## src/rtl/program_loader_pkg.sv

```systemverilog
// Shared definitions for the runtime program loader: byte width, default memory size,
// and the loader FSM state encoding.
package program_loader_pkg;

  localparam int unsigned BYTE_W    = 8;
  localparam int unsigned data_size = 65535;

  typedef enum logic [2:0] {
    StIdle,
    StLenHi,
    StLenLo,
    StDataHi,
    StDataLo,
    StWrite,
    StDone
  } state_e;

endpackage

```

## src/rtl/program_loader_byte_pair_assembler.sv

```systemverilog
// Collects two stream bytes, high byte first, into a 16-bit word. The phase flag
// tracks which half the next byte lands in; complete marks the low-byte transfer.
module program_loader_byte_pair_assembler
  import program_loader_pkg::*;
(
  input  logic                  clk,
  input  logic                  rst_n,
  input  logic                  clr,
  input  logic                  shift,
  input  logic [BYTE_W-1:0]     byte_in,
  output logic [2*BYTE_W-1:0]   word,
  output logic                  complete
);

  logic phase_q;  // 0: next byte is the high byte

  always_ff @(posedge clk) begin
    if (!rst_n) begin
      word    <= '0;
      phase_q <= 1'b0;
    end else if (clr) begin
      phase_q <= 1'b0;
    end else if (shift) begin
      if (phase_q) begin
        word[BYTE_W-1:0] <= byte_in;
      end else begin
        word[2*BYTE_W-1:BYTE_W] <= byte_in;
      end
      phase_q <= ~phase_q;
    end
  end

  assign complete = shift && phase_q;

endmodule

```

## src/rtl/program_loader.sv

```systemverilog
// Streams a length-prefixed, big-endian byte image into instruction memory through its
// write port, stalling the CPU for the duration of the load.
module program_loader
  import program_loader_pkg::*;
#(
  parameter int unsigned             ADDR_W    = 16,
  parameter int unsigned             DATA_W    = 16,
  parameter int unsigned             MEM_DEPTH = data_size + 1,
  parameter logic [ADDR_W-1:0]       BASE_ADDR = '0
) (
  input  logic                clk,
  input  logic                rst_n,
  input  logic                start,
  input  logic [BYTE_W-1:0]   byte_in,
  input  logic                byte_valid,
  output logic                byte_ready,
  output logic [DATA_W-1:0]   mem_instruction,
  output logic [ADDR_W-1:0]   mem_address,
  output logic                mem_write,
  output logic                cpu_stall,
  output logic                done,
  output logic                error,
  output logic [ADDR_W:0]     words_loaded
);

  state_e              state_q, state_d;
  logic [ADDR_W-1:0]   addr_q, addr_d;
  logic [ADDR_W:0]     words_q, words_d;
  logic                stall_q, stall_d;
  logic                done_q, done_d;
  logic                error_q, error_d;
  logic                write_q, write_d;

  logic                xfer, load_start, len_shift, data_shift;
  logic                len_complete, data_complete;
  logic [15:0]         len_word, len_full;
  logic [ADDR_W:0]     words_inc;

  assign byte_ready = state_q inside {StLenHi, StLenLo, StDataHi, StDataLo};
  assign xfer       = byte_valid && byte_ready;
  assign load_start = start && (state_q inside {StIdle, StDone});
  assign len_shift  = xfer && (state_q inside {StLenHi, StLenLo});
  assign data_shift = xfer && (state_q inside {StDataHi, StDataLo});
  assign len_full   = {len_word[15:8], byte_in};
  assign words_inc  = words_q + 1'b1;

  program_loader_byte_pair_assembler u_len_asm (
    .clk      (clk),
    .rst_n    (rst_n),
    .clr      (load_start),
    .shift    (len_shift),
    .byte_in  (byte_in),
    .word     (len_word),
    .complete (len_complete)
  );

  program_loader_byte_pair_assembler u_data_asm (
    .clk      (clk),
    .rst_n    (rst_n),
    .clr      (load_start),
    .shift    (data_shift),
    .byte_in  (byte_in),
    .word     (mem_instruction),
    .complete (data_complete)
  );

  always_comb begin
    state_d = state_q;
    addr_d  = addr_q;
    words_d = words_q;
    stall_d = stall_q;
    done_d  = done_q;
    error_d = error_q;
    write_d = 1'b0;
    unique case (state_q)
      StIdle, StDone: begin
        if (load_start) begin
          done_d  = 1'b0;
          error_d = 1'b0;
          words_d = '0;
          addr_d  = BASE_ADDR;
          stall_d = 1'b1;
          state_d = StLenHi;
        end
      end
      StLenHi: if (xfer) state_d = StLenLo;
      StLenLo: begin
        if (len_complete) begin
          if (len_full == '0) begin
            done_d  = 1'b1;
            stall_d = 1'b0;
            state_d = StDone;
          end else if (32'(len_full) > MEM_DEPTH) begin
            error_d = 1'b1;
            stall_d = 1'b0;
            state_d = StDone;
          end else begin
            state_d = StDataHi;
          end
        end
      end
      StDataHi: if (xfer) state_d = StDataLo;
      StDataLo: begin
        if (data_complete) begin
          write_d = 1'b1;
          state_d = StWrite;
        end
      end
      StWrite: begin
        addr_d  = addr_q + 1'b1;
        words_d = words_inc;
        // Remaining count is implicit: length header minus words already written.
        if (words_inc == (ADDR_W+1)'(len_word)) begin
          done_d  = 1'b1;
          stall_d = 1'b0;
          state_d = StDone;
        end else begin
          state_d = StDataHi;
        end
      end
      default: state_d = StIdle;
    endcase
  end

  always_ff @(posedge clk) begin
    if (!rst_n) begin
      state_q <= StIdle;
      addr_q  <= BASE_ADDR;
      words_q <= '0;
      stall_q <= 1'b0;
      done_q  <= 1'b0;
      error_q <= 1'b0;
      write_q <= 1'b0;
    end else begin
      state_q <= state_d;
      addr_q  <= addr_d;
      words_q <= words_d;
      stall_q <= stall_d;
      done_q  <= done_d;
      error_q <= error_d;
      write_q <= write_d;
    end
  end

  assign mem_address  = addr_q;
  assign mem_write    = write_q;
  assign cpu_stall    = stall_q;
  assign done         = done_q;
  assign error        = error_q;
  assign words_loaded = words_q;

endmodule

```

## config.mk

```make
export PLATFORM = sky130hd
export DESIGN_NAME = program_loader
export DESIGN_NICKNAME = d
export VERILOG_FILES = /design/src/rtl/program_loader_pkg.sv /design/src/rtl/program_loader_byte_pair_assembler.sv /design/src/rtl/program_loader.sv
export SDC_FILE = /design/constraint.sdc
export NUM_CORES = 1
export LEC_CHECK = 0
export CAP_MARGIN = 5
export CORE_MARGIN = 2
export CORE_UTILIZATION = 38
export CTS_CLUSTER_DIAMETER = 100
export DETAILED_ROUTE_END_ITERATION = 8
export GPL_TIMING_DRIVEN = 1
export MAX_ROUTING_LAYER = met4
export PLACE_DENSITY = 0.71
export SLEW_MARGIN = 30
export SYNTH_ARGS = -nofsm -noshare
export SYNTH_HDL_FRONTEND = slang
export SYNTH_HIERARCHICAL = 1
export SYNTH_SLANG_ARGS = --single-unit
```

## constraint.sdc

```tcl
create_clock -name clk -period 2.4 [get_ports clk]
set_input_delay 0.72 -clock clk [delete_from_list [all_inputs] [get_ports clk]]
set_output_delay 0.72 -clock clk [all_outputs]
set_load 0.01 [all_outputs]
```

# After elaboration in Yosys (flattened, before gate mapping)
# Index checks and enable logic that the tools add are counted.
# totals
reg_bits	73
in_bits	12
out_inout_bits	54
wordCells	79
# op_classes
n_addsub	2
eq_ne	14
n_mux	23
bitwise	4
reduce_logical	24
# op_table
cell	count
17-bit one-hot mux with 2 select lines	1
16-bit one-hot mux with 2 select lines	1
3-bit 2-to-1 mux	7
3-bit one-hot mux with 6 select lines	1
17-bit by 1-bit adder with 17-bit output (second input constant)	1
17-bit by 16-bit == test with 1-bit output	1
17-bit 2-to-1 mux	1
16-bit by 1-bit adder with 16-bit output (second input constant)	1
16-bit zero test	1
16-bit 2-to-1 mux	1
2-bit != test (second input constant)	6
3-bit AND reduction	4
5-bit AND reduction	2
3-bit == test (second input constant)	3
1-bit 2-to-1 mux	9
2-bit nonzero test	4
3-bit by 2-bit == test with 1-bit output (second input constant)	2
1-bit logical AND	6
1-bit one-hot mux with 3 select lines	2
1-bit NOT	4
2-bit AND reduction	2
4-bit nonzero test	1
2-bit OR reduction	2
3-bit by 1-bit == test with 1-bit output (second input constant)	1
other kinds (3)	3

# Logic depth before layout (Yosys ltp)
# logic_depth
ltp_word	7
mapped_depth	13
ltp_nobuf	11

# Modules after synthesis
# Netlist, hierarchy kept.
# by_module_without_submodules
module	instances	cells_each	area_per_inst_um2
program_loader	1	345	2536.2
program_loader_byte_pair_assembler	2	67	663.1

# Least setup slack after synthesis
# Ideal clock, no wire load.
# synth_path
path_type	register to register
startpoint	register words_q[0] (netlist: words_loaded[0])
endpoint	register stall_q (netlist: cpu_stall)
setup_ns	0.116
t_arrival_ns	2.512
path_slack_ns	-0.228
path_stages_with_launch	10
synth_period_minus_slack_ns	2.628
cell_sequence	dfxtp_1 -> ha_1 -> nand3_1 -> or4_1 -> clkbuf_2 -> mux2i_1 -> mux2i_1 -> mux2i_1 -> a2111o_1 -> a41o_1
# synth_via
elab_chain_len	4
# synth_rtl
element	line	rtl
from (decl)	program_loader.sv:28	logic [ADDR_W:0] words_q, words_d;
from (signal assigned)	program_loader.sv:137	words_q <= words_d;
17-bit by 1-bit adder with 17-bit output	program_loader.sv:45	assign words_inc = words_q + 1'b1;
17-bit by 16-bit == test with 1-bit output	program_loader.sv:113	if (words_inc == (ADDR_W+1)'(len_word)) begin
2-bit != test (no line)	n/a	
5-bit AND reduction (no line)	n/a	
to (signal assigned)	program_loader.sv:138	stall_q <= stall_d;
to (decl)	program_loader.sv:29	logic stall_q, stall_d;
# No other way between the ends.
# A chain may end at the register's enable or synchronous reset.

# Final worst setup path
# layout_path
startpoint	input port byte_in[2]
endpoint	register stall_q (netlist: cpu_stall)
# layout_via
elab_chain_len	3
# layout_rtl
element	line	rtl
from (decl)	program_loader.sv:14	input logic [BYTE_W-1:0] byte_in,
16-bit zero test	program_loader.sv:89	if (len_full == '0) begin
2-bit by 1-bit != test with 1-bit output (no line)	n/a	
5-bit AND reduction (no line)	n/a	
# No other way between the ends.

==> key figures <==
Yosys
  • Synth area leaders: dfxtp_1 (38%), mux2i_1 (9.3%), nand2_1 (7.9%)
  • Mapped Cells: 479
  • Post-synth top flop: dfxtp_1
  • Yosys cell types: 57
  • Sequential share of the synthesized area: 37.8%
  • Number of synthesized flops with an enable pin: 0
  • Net count after synthesis: 493
  • Register bit count reported by yosys: 73
  • Area share of the largest cell type after synthesis: 37.8%
  • Synth area leader: dfxtp_1
  • Avg Inst Size Synth: 8.06 um2
  • Share of flip-flops with an asynchronous set or reset: 0%
  • Cell Area, Synth: 3860 um2
  • Synth warn: 6

Timing
  • Tcrit/Tclk final: 96.4%
  • Hold WS: 465 ps
  • Setup TNS: 0 ps
  • Final setup vio count: 0
  • RSZ-0062 raised after global routing: false
  • Min Tclk post-route: 2310 ps
  • Final WS setup: 87.2 ps
  • Final Hold Vio Count: 0
  • Max frequency: 432 MHz
  • Skew final: 10.6 ps
  • Fin. max-slew vios: 0

Worst setup path
  • CP Launch Type: input port
  • Required time of the critical path: 2640 ps
  • CP Data Arrival Time: 2560 ps
  • CP Class: in2reg
  • Critical path launch point: byte_in[2]
  • Reg2reg start: words_loaded[7]$_SDFFE_PN0P_
  • Reg2reg end: cpu_stall$_SDFFE_PN0P_
  • CP Capture Type: flop
  • Register-to-Register Path Depth: 7
  • Crit Path Max Fanout: 3
  • Flop2flop setup slack: 150 ps

GRT
  • Number of global-route vias before repair: 3,519
  • Initial antenna violation count: 0
  • GRT Resource Usage Total: 19.1%
  • Pin count of the biggest net entering global routing: 32
  • Grt ovf: 0
  • First-pass GRT wire length: 16,700 um

Cells and area
  • Cell area after layout: 5150 um2
  • Share of cells above drive strength 1: 16.6%
  • Final nets: 583
  • Fin util: 52.4%
  • # diodes: 0
  • Fin cells: 707
  • Area Growth Syn to Fin: 33.2%

Floorplanning
  • Die footprint: 11,000 um2
  • Die H: 105 um
  • Die W: 105 um
  • Core Region: 9820 um2
  • # rows: 36
  • Ports: 66
  • Initial Util: 39.3%

Place
  • Placed Instances: 691
  • Dpl ws: -328 ps
  • Post-DP HPWL: 7390 um
  • GP Congestion: 0.894
  • Port buffer count: 64
  • Post-placement cell area: 4900 um2

Hold path
  • Hold_sp: u_data_asm/word[4]$_SDFFE_PN0P_
  • Hold Path Stages: 2
  • Min-Delay Path Class: reg2reg
  • Min-Delay Endpoint: u_data_asm/word[4]$_SDFFE_PN0P_

Route
  • Avg Vias per Cell: 5.23
  • DRC Markers: 0
  • TritonRoute pass-1 iters: 5
  • Routed via count: 3,695
  • Final WL: 10,100 um
  • DR WL/cell: 14.3 um
  • DR WL met3: 562 um
  • Antenna viol nets, final: 0
  • Met2 WL post-DR: 4650 um
  • M1 wire length: 4800 um
  • Initial drt markers: 146
  • Highest Signal Layer: met4

Power and ir drop
  • Cell Pwr Density: 484 nW/um2
  • Leakage Power: 1.99 nW
  • Peak supply drop: 340 uV
  • Total power: 2.49 mW

CTS
  • Worst-case clock buffer depth: 2
  • Sink Count: 73
  • CTS H-tree lvls: 3
  • Clk slew on worst S/H paths: 80 ps
  • Number of clock buffers inserted by TritonCTS: 9
  • CTS tree: done
  • Post-CTS Setup Inserts: 0
  • Root buf cell: clkbuf_8
  • Later-pin clock latency in the skew report: 350 ps

Run
  • Number of max-cap violations: 0

Status
  • Status: finished, final reports clean
[critical path, stage by stage]
cell,delay [ps]
clkdlybuf4s50_1,460
nor4_2,310
and4_1,300
a31oi_1,100
o31ai_1,310
o22ai_1,140
a41o_1,220
[worst max path at each step]
stage / endpoint / depth (start not counted)
after global placement: cpu_stall$_SDFFE_PN0P_ / 7
final: cpu_stall$_SDFFE_PN0P_ / 7
after detailed placement: cpu_stall$_SDFFE_PN0P_ / 7
after CTS: cpu_stall$_SDFFE_PN0P_ / 8
after floorplan: cpu_stall$_SDFFE_PN0P_ / 9
after global routing: cpu_stall$_SDFFE_PN0P_ / 7
[power by group]
group | total, mW | internal (mW) | switching, mW
Combinational | 0.271 | 0.129 | 0.142
Sequential | 1.25 | 1.23 | 0.0188
Clock | 0.974 | 0.480 | 0.494
[what timing repair did]
item,4_1_cts,5_1_grt
pin swaps,3,3
hold buffers,0,0
gates resized for setup,7,8
endpoints found under the setup margin,3,5
gates cloned,0,0
[cell families after synthesis]
group | synth area share (%)
buffers and inverters | 5.09
and+or+nand+nor | 26.7
DFF | 37.8
other | 0.0971
adders and majority gates | 0.648
AOI/OAI and AO/OA | 14.2
xor gates and xnor gates | 5.90
muxes | 9.62
[layout make-up]
type                    instances  area, um2
fillers                       936       4670
multi-input cells             365       2260
flip-flops and latches         73       1470
repair buffers                114       1030
well taps                     133        166
clock buffers                   9        124
clock inverters                 7       70.1
inverters                       6       22.5
[state kept, by name, indices dropped and copies added (netlist names)]
signal / count
mem_write: 1
u_len_asm/phase_q: 1
cpu_stall: 1
state_q: 3
u_data_asm/phase_q: 1
words_loaded: 17
u_data_asm/word: 16
done: 1
mem_address: 16
u_len_asm/word: 16
[cell usage in the layout, fill, tap and decap left out, drive strengths merged, types with 4 or more instances in the layout]
master,instances
a211oi,4
a21oi,25
o21ai,22
xor2,10
and2,7
clkinv,4
nand4,5
xnor2,16
dfxtp,73
buf,51
nor3,12
or3,5
nor2b,4
nand2,81
nor3b,5
o211ai,6
and3,8
inv,7
nor4,5
nand3,20
clkdlybuf4s50,62
clkbuf,9
nor2,46
mux2i,36
[synth_stat cells, types with 6 or more instances]
master / instances
clkbuf_1: 18
mux2i_1: 36
nand3_1: 20
dfxtp_1: 73
buf_2: 8
xnor2_1: 16
o211ai_1: 6
xor2_1: 10
a21oi_1: 25
nor2_1: 46
nor3_1: 10
and3_1: 8
nand2_1: 81
inv_1: 6
o21ai_0: 22
[metal layers]
metal	track usage, %	vias to the layer above
li1	-	1856
met1	24.2	1721
met2	30.3	110
met3	4.43	8
met4	5.52	0
met5	-	-
Note: power is estimated with default switching activity, not from simulation.
